$ cat src/rtl/crop_max_filter_if.sv
// AXI-Stream style pixel channel. A beat transfers on a rising clock edge where
// tvalid and tready are both high; a master keeps tvalid/tdata/tlast stable until then.
interface crop_max_filter_if #(
   parameter int W = 10
);
   logic         tvalid;
   logic         tready;
   logic [W-1:0] tdata;
   logic         tlast;

   modport master (output tvalid, output tdata, output tlast, input tready);
   // Frames are delimited by pixel count, so the receiving side ignores tlast.
   modport slave  (input tvalid, input tdata, output tready);
endinterface

$ cat src/rtl/crop_max_filter.sv
// Crops an OUT_ROWS x OUT_COLS window out of a streamed frame, tracks the window maximum,
// then replays the buffered window once the whole input frame has been consumed.
module crop_max_filter #(
   parameter int PIXEL_BIT_WIDTH = 10,
   parameter int IN_ROWS         = 32,
   parameter int IN_COLS         = 32,
   parameter int OUT_ROWS        = 10,
   parameter int OUT_COLS        = 10
) (
   input  logic                        clk,
   input  logic                        reset,
   input  logic                        ap_start,
   output logic                        ap_done,
   output logic                        ap_ready,
   input  logic [$clog2(IN_ROWS)-1:0]  row_offset,
   input  logic [$clog2(IN_COLS)-1:0]  col_offset,
   crop_max_filter_if.slave            s_axis,
   crop_max_filter_if.master           m_axis,
   output logic [PIXEL_BIT_WIDTH-1:0]  max_value,
   output logic [1:0]                  dbg_state
);

   localparam int W     = PIXEL_BIT_WIDTH;
   localparam int RW    = $clog2(IN_ROWS);
   localparam int CW    = $clog2(IN_COLS);
   localparam int DEPTH = OUT_ROWS * OUT_COLS;
   localparam int AW    = (DEPTH > 1) ? $clog2(DEPTH) : 1;

   localparam logic [RW-1:0] ROW_MAX  = RW'(IN_ROWS - OUT_ROWS);
   localparam logic [CW-1:0] COL_MAX  = CW'(IN_COLS - OUT_COLS);
   localparam logic [RW-1:0] ROW_LAST = RW'(IN_ROWS - 1);
   localparam logic [CW-1:0] COL_LAST = CW'(IN_COLS - 1);
   localparam logic [RW:0]   ROW_SPAN = (RW+1)'(OUT_ROWS);
   localparam logic [CW:0]   COL_SPAN = (CW+1)'(OUT_COLS);
   localparam logic [AW:0]   DEPTH_C  = (AW+1)'(DEPTH);
   localparam logic [AW:0]   LAST_IDX = (AW+1)'(DEPTH - 1);

   typedef enum logic [1:0] {
      IDLE    = 2'd0,
      CAPTURE = 2'd1,
      DRAIN   = 2'd2
   } state_t;

   state_t        state_q,    state_d;
   logic [RW-1:0] row_off_q,  row_off_d;
   logic [CW-1:0] col_off_q,  col_off_d;
   logic [RW-1:0] row_q,      row_d;
   logic [CW-1:0] col_q,      col_d;
   logic [AW-1:0] wr_addr_q,  wr_addr_d;
   logic [AW:0]   rd_cnt_q,   rd_cnt_d;
   logic [W-1:0]  max_q,      max_d;
   logic          ap_done_q,  ap_done_d;
   logic          ap_ready_q, ap_ready_d;
   logic          s_tready_q, s_tready_d;
   logic          pf_valid_q, pf_valid_d;
   logic          pf_last_q,  pf_last_d;
   logic          m_valid_q,  m_valid_d;
   logic          m_last_q,   m_last_d;
   logic [W-1:0]  m_data_q,   m_data_d;
   logic [W-1:0]  pf_data_q;

   logic [W-1:0]  buf_mem [DEPTH];
   logic          in_fire, in_win, last_in, buf_we;
   logic          out_free, out_fire, rd_en;
   logic [AW-1:0] rd_addr;

   assign in_fire  = s_tready_q & s_axis.tvalid;
   assign in_win   = (row_q >= row_off_q) && ({1'b0, row_q} < ({1'b0, row_off_q} + ROW_SPAN)) &&
                     (col_q >= col_off_q) && ({1'b0, col_q} < ({1'b0, col_off_q} + COL_SPAN));
   assign last_in  = in_fire && (row_q == ROW_LAST) && (col_q == COL_LAST);
   assign buf_we   = in_fire & in_win;

   // The output register is free when empty or being taken this cycle. The first read
   // is issued on the final input beat so the window starts leaving two cycles later.
   assign out_free = ~m_valid_q | m_axis.tready;
   assign out_fire = m_valid_q & m_axis.tready;
   assign rd_en    = ((state_q == DRAIN) || last_in) && (rd_cnt_q < DEPTH_C) &&
                     (~pf_valid_q | out_free);
   assign rd_addr  = rd_cnt_q[AW-1:0];

   always_comb begin
      state_d    = state_q;
      row_off_d  = row_off_q;
      col_off_d  = col_off_q;
      row_d      = row_q;
      col_d      = col_q;
      wr_addr_d  = wr_addr_q;
      rd_cnt_d   = rd_cnt_q;
      max_d      = max_q;
      ap_done_d  = 1'b0;
      ap_ready_d = ap_ready_q;
      s_tready_d = s_tready_q;
      pf_last_d  = pf_last_q;
      m_valid_d  = m_valid_q;
      m_last_d   = m_last_q;
      m_data_d   = m_data_q;

      pf_valid_d = rd_en | (pf_valid_q & ~out_free);
      if (rd_en) begin
         pf_last_d = (rd_cnt_q == LAST_IDX);
         rd_cnt_d  = rd_cnt_q + (AW+1)'(1);
      end
      if (out_free) begin
         m_valid_d = pf_valid_q;
         m_last_d  = pf_valid_q & pf_last_q;
         if (pf_valid_q) m_data_d = pf_data_q;
      end

      case (state_q)
         IDLE: begin
            if (ap_start) begin
               state_d    = CAPTURE;
               row_off_d  = (row_offset > ROW_MAX) ? ROW_MAX : row_offset;
               col_off_d  = (col_offset > COL_MAX) ? COL_MAX : col_offset;
               row_d      = '0;
               col_d      = '0;
               wr_addr_d  = '0;
               rd_cnt_d   = '0;
               max_d      = '0;
               pf_valid_d = 1'b0;
               ap_ready_d = 1'b0;
               s_tready_d = 1'b1;
            end
         end
         CAPTURE: begin
            if (in_fire) begin
               if (col_q == COL_LAST) begin
                  col_d = '0;
                  row_d = row_q + RW'(1);
               end else begin
                  col_d = col_q + CW'(1);
               end
               // Strictly greater: ties keep the earlier maximum.
               if (buf_we) begin
                  wr_addr_d = wr_addr_q + AW'(1);
                  if (s_axis.tdata > max_q) max_d = s_axis.tdata;
               end
               if (last_in) begin
                  state_d    = DRAIN;
                  s_tready_d = 1'b0;
                  ap_done_d  = 1'b1;
               end
            end
         end
         DRAIN: begin
            if (out_fire && m_last_q) begin
               state_d    = IDLE;
               ap_ready_d = 1'b1;
            end
         end
         default: state_d = IDLE;
      endcase
   end

   always_ff @(posedge clk or posedge reset) begin
      if (reset) begin
         state_q    <= IDLE;
         row_off_q  <= '0;
         col_off_q  <= '0;
         row_q      <= '0;
         col_q      <= '0;
         wr_addr_q  <= '0;
         rd_cnt_q   <= '0;
         max_q      <= '0;
         ap_done_q  <= 1'b0;
         ap_ready_q <= 1'b1;
         s_tready_q <= 1'b0;
         pf_valid_q <= 1'b0;
         pf_last_q  <= 1'b0;
         m_valid_q  <= 1'b0;
         m_last_q   <= 1'b0;
         m_data_q   <= '0;
      end else begin
         state_q    <= state_d;
         row_off_q  <= row_off_d;
         col_off_q  <= col_off_d;
         row_q      <= row_d;
         col_q      <= col_d;
         wr_addr_q  <= wr_addr_d;
         rd_cnt_q   <= rd_cnt_d;
         max_q      <= max_d;
         ap_done_q  <= ap_done_d;
         ap_ready_q <= ap_ready_d;
         s_tready_q <= s_tready_d;
         pf_valid_q <= pf_valid_d;
         pf_last_q  <= pf_last_d;
         m_valid_q  <= m_valid_d;
         m_last_q   <= m_last_d;
         m_data_q   <= m_data_d;
      end
   end

   // Window buffer and prefetch data carry no reset; the bypass covers a one-pixel
   // window whose only entry is written on the same beat that issues the first read.
   always_ff @(posedge clk) begin
      if (buf_we) buf_mem[wr_addr_q] <= s_axis.tdata;
      if (rd_en) pf_data_q <= (buf_we && (wr_addr_q == rd_addr)) ? s_axis.tdata : buf_mem[rd_addr];
   end

   assign ap_done       = ap_done_q;
   assign ap_ready      = ap_ready_q;
   assign max_value     = max_q;
   assign s_axis.tready = s_tready_q;
   assign m_axis.tvalid = m_valid_q;
   assign m_axis.tdata  = m_data_q;
   assign m_axis.tlast  = m_last_q;
   assign dbg_state     = state_q;

endmodule

$ cat src/flat_wrapper.sv
// flat-port wrapper written by rule: the top's interface ports become plain ports
module crop_max_filter_flat 
#(
   parameter int PIXEL_BIT_WIDTH = 10,
   parameter int IN_ROWS         = 32,
   parameter int IN_COLS         = 32,
   parameter int OUT_ROWS        = 10,
   parameter int OUT_COLS        = 10
)
  (clk, reset, ap_start, ap_done, ap_ready, row_offset, col_offset, max_value, dbg_state, s_axis_tvalid, s_axis_tdata, s_axis_tready, m_axis_tvalid, m_axis_tdata, m_axis_tlast, m_axis_tready);
  crop_max_filter_if #(.W((10))) s_axis_i ();
  crop_max_filter_if #(.W((10))) m_axis_i ();
  input  logic clk;
  input  logic reset;
  input  logic ap_start;
  output logic ap_done;
  output logic ap_ready;
  input  logic [$clog2(IN_ROWS)-1:0] row_offset;
  input  logic [$clog2(IN_COLS)-1:0] col_offset;
  output logic [PIXEL_BIT_WIDTH-1:0] max_value;
  output logic [1:0] dbg_state;
  input wire logic [$bits(s_axis_i.tvalid)-1:0] s_axis_tvalid;
  input wire logic [$bits(s_axis_i.tdata)-1:0] s_axis_tdata;
  output wire logic [$bits(s_axis_i.tready)-1:0] s_axis_tready;
  output wire logic [$bits(m_axis_i.tvalid)-1:0] m_axis_tvalid;
  output wire logic [$bits(m_axis_i.tdata)-1:0] m_axis_tdata;
  output wire logic [$bits(m_axis_i.tlast)-1:0] m_axis_tlast;
  input wire logic [$bits(m_axis_i.tready)-1:0] m_axis_tready;
  assign s_axis_i.tvalid = s_axis_tvalid;
  assign s_axis_i.tdata = s_axis_tdata;
  assign s_axis_tready = s_axis_i.tready;
  assign m_axis_tvalid = m_axis_i.tvalid;
  assign m_axis_tdata = m_axis_i.tdata;
  assign m_axis_tlast = m_axis_i.tlast;
  assign m_axis_i.tready = m_axis_tready;
  crop_max_filter #(.PIXEL_BIT_WIDTH(PIXEL_BIT_WIDTH), .IN_ROWS(IN_ROWS), .IN_COLS(IN_COLS), .OUT_ROWS(OUT_ROWS), .OUT_COLS(OUT_COLS)) u_core (.clk(clk), .reset(reset), .ap_start(ap_start), .ap_done(ap_done), .ap_ready(ap_ready), .row_offset(row_offset), .col_offset(col_offset), .s_axis(s_axis_i), .m_axis(m_axis_i), .max_value(max_value), .dbg_state(dbg_state));
endmodule
$ cat config.mk
export PLATFORM = sky130hd
export DESIGN_NAME = crop_max_filter_flat
export DESIGN_NICKNAME = d
export VERILOG_FILES = /design/src/rtl/crop_max_filter_if.sv /design/src/rtl/crop_max_filter.sv /design/src/flat_wrapper.sv
export SDC_FILE = /design/constraint.sdc
export NUM_CORES = 1
export LEC_CHECK = 0
export CAP_MARGIN = 20
export CORE_MARGIN = 3
export CORE_UTILIZATION = 40
export CTS_CLUSTER_DIAMETER = 60
export DETAILED_ROUTE_END_ITERATION = 12
export GPL_TIMING_DRIVEN = 0
export PLACE_DENSITY_LB_ADDON = 0.05
export SLEW_MARGIN = 20
export SYNTH_ARGS = -nofsm -noshare
export SYNTH_HDL_FRONTEND = slang
export SYNTH_SLANG_ARGS = --single-unit
$ cat constraint.sdc
create_clock -name clk -period 4.6 [get_ports clk]
set_input_delay 0.92 -clock clk [delete_from_list [all_inputs] [get_ports clk]]
set_output_delay 0.92 -clock clk [all_outputs]
set_load 0.01 [all_outputs]
==> summary.txt <==
Mapped Cells = 2258
TritonCTS Buffers = 130
DRC = 0
fin. max-slew vios = 0
Synthesis Warnings = 0
Synth area leader = edfxtp_1
Synthesized Nets = 2319
GR peak layer = met2
Synth cell types = 65
post-route ant nets = 0
TritonCTS Sinks = 1074
HP Class = primary input to async pin
top cells by count, synth = 1010 x edfxtp_1, 175 x mux2i_1, 169 x mux4_2
FF/Latch Area = 31930 um^2
post-synthesis sequential area ratio = 74.23%
post-placement setup slack = -0.2488 ns
first-pass GRT wire length = 186600 um
Critical Path Max Stage Delay = 0.93 ns
post-cts hold buffer count = 0
Worst Path Required = 4.94 ns
Top FF cell, synth = edfxtp_1
routability cong. = 0.9216
Worst path slowest cell = nor2_1
Post-DP Area = 45760 um^2
layout cell share with drive strength beyond 1 = 23.48%
Initial Util = 40.58%
crit path launch type = register
I/O pins = 52
clock slew at reported path FFs = 0.06 ns
crit path kind = register to register
WP buf/inv = 2
synth-to-layout area growth = 16.69%
Worst-Margin Slew = 1.138 ns
top-area cell type share of the netlist area = 70.50%
final core utilization = 47.35%
clk_skew = 0.02469 ns
met2 Usage GRT = 37.58%
core area = 106000 um^2
failing checks = negative setup slack
reg2reg start = u_core.col_off_q[1]$_DFFE_PP0P_
drt pass-1 iters = 5
initial antenna violation count = 5
Nets = 2527
GRT Residual Overflow = 0
DR iter-0 viols = 2471
Critical Path AT = 4.97 ns
Placed Cells = 3720
maximum vdd drop = 0.0002757 V
top cell family by delay on the critical path = simple AND/OR/NAND/NOR gates
H-tree depth = 4
Die W = 333.9 um
routed wire length = 134800 um
DR WL/cell = 34.14 um
worst hold margin = 0.4778 ns
Vias = 23.20k
Top cell by count, worst path = ha_1
clock tree root buffer cell = clkbuf_16
Fmax = 215.9 MHz
gr usage total = 24.28%
Hold Fails Final Rpt = 0
top cells by area, synth = edfxtp_1 71%, mux4_2 8.8%, mux2i_1 4.1%
Vias/cell = 5.875
DPL Wire Length = 90690 um
row cnt = 119
fin crit share = 100.7%
Finished Cell Area = 50200 um^2
crit-path max FO = 10
mapped cell area = 43020 um^2
min Tclk post-route = 4.631 ns
footprint of the multi-input gates = 10620 um^2
RSZ-0062 raised after global routing = yes
Fill cells = 8960
P_leak = 16.30 nW
CP Cell Sequence = ha_1 -> xor2_1 -> ha_1 -> o21a_1 -> o31ai_1 -> a21oi_1 -> a2111oi_4 -> and2_0 -> clkbuf_1 -> nand4b_1 -> clkbuf_2 -> nor2_1
crit path capture = u_core.buf_mem[85][7]$_DFFE_PP_
die footprint = 111500 um^2
EDFF count, synth = 1010
R2R Setup Slk = -0.03 ns
setup repair bufs after CTS = 0
PortBufs = 51
post_cts resized = 35
Die Height = 333.9 um
Critical Path Start = u_core.col_off_q[1]$_DFFE_PP0P_
mean post-synth cell area = 19.05 um^2
pin count of the biggest net entering global routing = 72
Worst path depth = 12
clk buf depth = 3
Post-synth ARST share = 5.959%
status = finished with violations
total of max-cap violations = 0
cells on worst reg2reg path = 12
Slew headroom = 24.15%
most common cell in the netlist = edfxtp_1
flops & latches, synth = 1074
CTS tree = built
PnR worst setup slack = -0.03139 ns
clk_lat worst skew = 0.73 ns
total power = 21.31 mW
global-route met1 utilization = 35.66%
Worst setup EP type = register
M3 GR Usage = 3.697%
Cell Pwr Density = 424.5 nW/um^2
vias in the first global route = 23.00k
non-filler cells in the finished layout = 3948
reg-to-reg critical path endpoint = u_core.buf_mem[85][7]$_DFFE_PP_
setup TNS = -0.2750 ns
Final setup viols = 10
report_power, final:
part | internal, mW | switching [mW]
clock network | 5.82 | 3.91
registers | 10.7 | 0.0398
logic | 0.303 | 0.515
state kept, by name, summed over array words and instances (netlist names):
| signal | cells |
|---|---|
| u_core.col_off_q | 5 |
| u_core.m_axis.tvalid | 1 |
| u_core.max_value | 10 |
| u_core.ap_ready | 1 |
| u_core.m_axis.tdata | 10 |
| u_core.ap_done | 1 |
| u_core.row_off_q | 5 |
| u_core.pf_data_q | 10 |
| u_core.s_axis.tready | 1 |
| u_core.pf_valid_q | 1 |
| u_core.dbg_state | 2 |
| u_core.pf_last_q | 1 |
| u_core.buf_mem | 1000 |
| u_core.col_q | 5 |
| u_core.m_axis.tlast | 1 |
| u_core.wr_addr_q | 7 |
| u_core.rd_cnt_q | 8 |
| u_core.row_q | 5 |
layer usage:
metal / wire, um / share of wire (%)
met1: 60120 / 45
met2: 62430 / 46
met3: 8438 / 6.3
met4: 3796 / 2.8
met5: 0 / 0
cell type report:
class | count | area share (%)
flip-flops and latches | 1074 | 63.61
multi-input cells | 1029 | 21.16
clock buffers | 160 | 6.959
well taps | 1391 | 3.467
repair buffers | 76 | 1.892
plain buffers | 121 | 1.580
clock inverters | 61 | 1.057
inverters | 34 | 0.2592
diodes | 2 | 0.009970
kinds of logic (layout without fill, tap and decap cells):
| kind of cell | count (synthesis) | after routing | synth area share, % |
|---|---|---|---|
| flops | 1074 | 1074 | 74.23 |
| fa+ha+maj | 36 | 36 | 1.047 |
| mux | 395 | 395 | 14.65 |
| compound gates | 264 | 264 | 4.255 |
| other cells | 0 | 2 | 0 |
| simple gates | 312 | 312 | 3.278 |
| xor+xnor | 22 | 22 | 0.4479 |
| buf+inv | 155 | 452 | 2.097 |
worst min path at each step:
stage               slack (ns)  cells past startpoint                       startpoint                                  to
floorplan                 0.45                      2  u_core.col_off_q[0]$_DFFE_PP0P_     u_core.col_off_q[0]$_DFFE_PP0P_
global placement          0.46                      1    u_core.pf_data_q[4]$_DFFE_PP_  u_core.m_axis.tdata[4]$_DFFE_PP0P_
detailed placement        0.47                      1    u_core.pf_data_q[2]$_DFFE_PP_  u_core.m_axis.tdata[2]$_DFFE_PP0P_
CTS                       0.43                      2                            reset     u_core.max_value[4]$_DFFE_PP0P_
global route              0.46                      2                            reset     u_core.max_value[3]$_DFFE_PP0P_
finish                    0.48                      2                            reset     u_core.max_value[4]$_DFFE_PP0P_
layout by cell type (no fill, tap or decap), types with 39 or more instances in the layout:
| cell | n |
|---|---|
| mux2i_1 | 175 |
| mux4_2 | 169 |
| clkbuf_16 | 136 |
| clkdlybuf4s50_1 | 41 |
| nand2_1 | 59 |
| edfxtp_1 | 1010 |
| o22ai_1 | 44 |
| a21oi_1 | 40 |
| clkbuf_1 | 63 |
| nor2_2 | 52 |
| mux2_2 | 39 |
| o21ai_0 | 41 |
| nor2_4 | 40 |
| dfrtp_1 | 63 |
| nor2_1 | 63 |
worst register-to-register path, delay by kind of cell (launching register included):
kind	cells	cell delay, ns
buf+inv	2	0.71
flops	1	0.42
compound gates	4	1.01
fa+ha+maj	2	0.52
xor+xnor	1	0.15
simple gates	3	1.43
Power figures use the tool's default switching activity.
